$ cat src/rtl/wb_arbiter.sv
`default_nettype none
// ============================================================================
// Module   : wb_arbiter
// Brief    : Register-file write-port arbiter (LSU priority, ALU starvation
//            guard) with a registered write port and decode RAW hazard flag.
// Revision : 1.0
// ============================================================================
module wb_arbiter #(
    parameter int XLEN         = 64,
    parameter int STARVE_LIMIT = 4,
    parameter int CNT_W        = 3
) (
    input  logic            CLK,
    input  logic            RST,
    input  logic            alu_valid,
    output logic            alu_ready,
    input  logic [4:0]      alu_rd,
    input  logic [XLEN-1:0] alu_data,
    input  logic            lsu_valid,
    output logic            lsu_ready,
    input  logic [4:0]      lsu_rd,
    input  logic [XLEN-1:0] lsu_data,
    output logic            rf_we,
    output logic [4:0]      rf_waddr,
    output logic [XLEN-1:0] rf_wdata,
    input  logic [4:0]      dec_rs1,
    input  logic [4:0]      dec_rs2,
    output logic            hazard,
    output logic            arb_state
);

    localparam logic [0:0]       c_normal    = 1'b0;
    localparam logic [0:0]       c_force_alu = 1'b1;
    localparam logic [CNT_W-1:0] c_limit     = CNT_W'(STARVE_LIMIT);

    logic [0:0]       r_state;
    logic [CNT_W-1:0] r_starve_cnt;
    logic             r_we;
    logic [4:0]       r_waddr;
    logic [XLEN-1:0]  r_wdata;

    logic             w_force;
    logic             w_alu_gnt;
    logic             w_lsu_gnt;
    logic [CNT_W-1:0] w_cnt_inc;
    logic [4:0]       w_gnt_rd;
    logic [XLEN-1:0]  w_gnt_data;
    logic             w_haz_rs1;
    logic             w_haz_rs2;

    assign w_force   = (r_state == c_force_alu);
    assign w_alu_gnt = !RST && alu_valid && (!lsu_valid || w_force);
    assign w_lsu_gnt = !RST && lsu_valid && !w_alu_gnt;
    assign w_cnt_inc = r_starve_cnt + CNT_W'(1);

    assign w_gnt_rd   = w_alu_gnt ? alu_rd   : lsu_rd;
    assign w_gnt_data = w_alu_gnt ? alu_data : lsu_data;

    always_ff @(posedge CLK or posedge RST) begin
        if (RST) begin
            r_state      <= c_normal;
            r_starve_cnt <= '0;
        end else if (alu_valid && !w_alu_gnt) begin
            r_starve_cnt <= w_cnt_inc;
            if (w_cnt_inc == c_limit) begin
                r_state <= c_force_alu;
            end
        end else begin
            r_starve_cnt <= '0;
            if (w_alu_gnt) begin
                r_state <= c_normal;
            end
        end
    end

    // Writes to x0 are accepted but never reach the register file.
    always_ff @(posedge CLK or posedge RST) begin
        if (RST) begin
            r_we    <= 1'b0;
            r_waddr <= '0;
            r_wdata <= '0;
        end else if ((w_alu_gnt || w_lsu_gnt) && (w_gnt_rd != 5'd0)) begin
            r_we    <= 1'b1;
            r_waddr <= w_gnt_rd;
            r_wdata <= w_gnt_data;
        end else begin
            r_we    <= 1'b0;
        end
    end

    // The rf_waddr term covers a write landing in the same cycle decode reads.
    assign w_haz_rs1 = (dec_rs1 != 5'd0) &&
                       ((alu_valid && (dec_rs1 == alu_rd)) ||
                        (lsu_valid && (dec_rs1 == lsu_rd)) ||
                        (r_we      && (dec_rs1 == r_waddr)));
    assign w_haz_rs2 = (dec_rs2 != 5'd0) &&
                       ((alu_valid && (dec_rs2 == alu_rd)) ||
                        (lsu_valid && (dec_rs2 == lsu_rd)) ||
                        (r_we      && (dec_rs2 == r_waddr)));

    assign alu_ready = w_alu_gnt;
    assign lsu_ready = w_lsu_gnt;
    assign hazard    = w_haz_rs1 || w_haz_rs2;
    assign rf_we     = r_we;
    assign rf_waddr  = r_waddr;
    assign rf_wdata  = r_wdata;
    assign arb_state = r_state[0];

endmodule
`default_nettype wire
$ cat config.mk
export PLATFORM = sky130hd
export DESIGN_NAME = wb_arbiter
export DESIGN_NICKNAME = d
export VERILOG_FILES = /design/src/rtl/wb_arbiter.sv
export SDC_FILE = /design/constraint.sdc
export NUM_CORES = 1
export LEC_CHECK = 0
export ABC_AREA = 1
export BUFFER_PORTS_ARGS = -buffer_cell sky130_fd_sc_hd__clkbuf_2
export CAP_MARGIN = 15
export CORE_UTILIZATION = 42
export CTS_BUF_LIST = sky130_fd_sc_hd__clkbuf_4 sky130_fd_sc_hd__clkbuf_8
export DETAILED_ROUTE_END_ITERATION = 16
export GPL_ROUTABILITY_DRIVEN = 0
export HOLD_SLACK_MARGIN = 0.05
export PLACE_DENSITY_LB_ADDON = 0.2
export SETUP_SLACK_MARGIN = 0.4
export SYNTH_ARGS = -nofsm -noshare
export SYNTH_HDL_FRONTEND = slang
export SYNTH_SLANG_ARGS = --single-unit
$ cat constraint.sdc
create_clock -name CLK -period 3.21 [get_ports CLK]
set_clock_uncertainty 0.2 [all_clocks]
set_input_delay 0.642 -clock CLK [delete_from_list [all_inputs] [get_ports CLK]]
set_output_delay 0.642 -clock CLK [all_outputs]
set_load 0.01 [all_outputs]
==> results.yml <==
drt:
  first_pass_iters: 5
  drc: 0
  vias: 4880
  ant_nets: 0
  drtIter0Drc: 177
  routed_wl_mm: 12.4
  post_drt_wl_per_cell_um: 12.4
  vias_per_cell: 4.85
cts:
  postCtsSetupBuffers: 0
  numCtsBuffers: 9
  cts.sinks: 74
  clockBufferDepth: 2
  cts_resized: 0
  clockRootBuffer: "clkbuf_8"
  clock_latency_ps: 340
  cts_hold_buf: 0
  cts_tree: "built"
  htree_levels: 3
  clk_pin_slew_ps: 60
global_route:
  grt_use_total: 0.234
  grt_pass1_wl_mm: 19.6
  grt_pass1_vias: 4413
  antenna_found_initial: 0
  grt_max_degree: 75
  grt-ovfl-total: 0
sta:
  drv_slew: 0
  min_period_ps: 2510
  final-setup-viol-count: 0
  setup_ws_ps: 700
  max_clock_freq_ghz: 0.398
  post-route-period-util: 0.782
  tns_ps: 0
  maxSlewHeadroom: 0.379
  worst_slew_pin_slew_ps: 931
  rsz0062_at_grt: "false"
  finalHoldViolations: 0
final_layout:
  diodes: 0
  final_common_cell: "nand2_1"
  fin_util: 0.578
  nNetsFinal: 1023
  most-common-layout-cells: "nand2_1, clkbuf_2, nand3_1"
  drive_above_1_share: 0.298
  area_growth_pct: 32.3
logic_synthesis:
  synthAdderAreaFrac: 0.00581
  synth.mux.area_fraction: 0
  synth_seq_cells: 74
  syn_avg_cell_area_um2: 6.55
  synth_top_family_by_area: "simple AND/OR/NAND/NOR gates"
  yosysWarnings: 0
  syn_inst: 658
  synth_compound_area_frac: 0.0369
  syn_area_um2: 4310
  synth_nets: 812
  synthXorXnorAreaFrac: 0.0102
  synthSimpleGateAreaFrac: 0.450
  synth_seq_area_share: 0.430
  yosysUniqueCellTypes: 24
setup_path:
  crit_chain: "clkbuf_2 > inv_1 > nor2_1 > nor3_1 > nand3_1 > nand3_1 > nand2_1 > nand2_1 > clkbuf_2"
  crit_family: "simple AND/OR/NAND/NOR gates"
  cp_max_fo: 4
  crit_required_ps: 2370
  critPathKind: "input pin to primary output"
  slowest_delay_ps: 230
  path_buf_inv: 3
  critPathSlowestCell: "nor3_1"
  critPathCaptureType: "primary output"
  critPathLaunchType: "input pin"
  worstPathArrival_ps: 1670
flow_run:
  drv_cap: 0
die:
  ios: 226
  start_util: 0.437
  die_area_um2: 10700
  dieHeight_um: 103
  rows: 36
  dieWidth_um: 103
  core_area_um2: 9860
power_and_ir_drop:
  p_leak_uw: 0.00355
  ir_worst_vdd_mv: 0.228
  power.density_nw_per_um2: 443
place:
  portBuffers: 225
  post-place-ws_ps: 747
  hpwlAfterDp_mm: 9.48
hold_path:
  worstHoldPathType: "register to register"
run_status:
  status: "completed"
==> cell type report <==
cell class | count | area (um^2)
tap | 133 | 166
sequential | 74 | 1850
clock inverter | 5 | 56.3
multi-input combinational | 519 | 2180
fill | 975 | 4160
inverter | 30 | 118
timing repair buffer | 235 | 1200
clock buffer | 10 | 131
==> cells in the mapped netlist <==
cell / instances / area (um^2)
a21oi_1: 8 / 40.0
nor3b_1: 1 / 7.51
inv_1: 28 / 105
ha_1: 2 / 25.0
buf_1: 3 / 11.3
nand2_2: 2 / 12.5
nor4_1: 1 / 6.26
o22ai_1: 6 / 37.5
o21bai_2: 1 / 11.3
buf_6: 3 / 33.8
dfrtp_1: 74 / 1850
xor2_1: 5 / 43.8
nor3_1: 3 / 15.0
nand3_1: 82 / 410
nor2_4: 1 / 11.3
buf_4: 1 / 7.51
o21ai_0: 12 / 60.1
clkbuf_1: 10 / 37.5
nor2_1: 21 / 78.8
nand2_1: 372 / 1400
buf_2: 18 / 90.1
clkinv_1: 1 / 3.75
o21ai_1: 2 / 10.0
inv_2: 1 / 3.75
==> power by group <==
group          internal, uW  switching (uW)
logic                   281             402
clock network           362             328
registers              1060            89.8
total                  1710             820
==> sequential cells by signal (all words and copies together) (netlist names) <==
signal / count
arb_state: 1
r_starve_cnt: 3
rf_wdata: 64
rf_waddr: 5
rf_we: 1
==> layer usage <==
metal / vias to the layer above / share of wire / global-route usage
met5: - / 0 / 0
met4: 0 / 0.024 / 0.0953
met3: 31 / 0.070 / 0.0423
met2: 218 / 0.49 / 0.402
met1: 2168 / 0.42 / 0.291
li1: 2463 / - / -
==> worst min-delay path: stages, from the launching register on <==
cell	delay, ps
dfrtp_1	340
nand2_1	50
nand2_1	50
==> cells by family after synthesis <==
logic type | count (synthesis)
buffers and inverters | 65
adders and majority gates | 2
DFF | 74
xor gates and xnor gates | 5
and+or+nand+nor | 483
AOI/OAI and AO/OA | 29
==> final timing paths <==
| check | from | end | slack, ps | cells after the start |
|---|---|---|---|---|
| hold / removal | rf_wdata[46] | rf_wdata[46] | 270 | 2 |
| setup / recovery | dec_rs2[0] | hazard | 700 | 9 |
| hold reg to reg | rf_wdata[46] | rf_wdata[46] | 270 | 2 |
| max in group asynchronous | RST | rf_wdata[4] | 1720 | 3 |
| setup reg to reg | arb_state | rf_wdata[13] | 1170 | 10 |
| min in group asynchronous | RST | r_starve_cnt[1] | 470 | 3 |
==> stage by stage <==
stage / power, uW / cell area, um^2 / instances / hold WS, ps
2_1_floorplan: 1530 / 4330 / 658 / 236
3_3_place_gp: 1840 / 5520 / 991 / 248
3_5_place_dp: 1860 / 5520 / 991 / 258
4_1_cts: 2560 / 5700 / 1006 / 278
5_1_grt: 2690 / 5700 / 1006 / 292
6_report: 2530 / 5700 / 1006 / 274
Power figures use the tool's default switching activity.
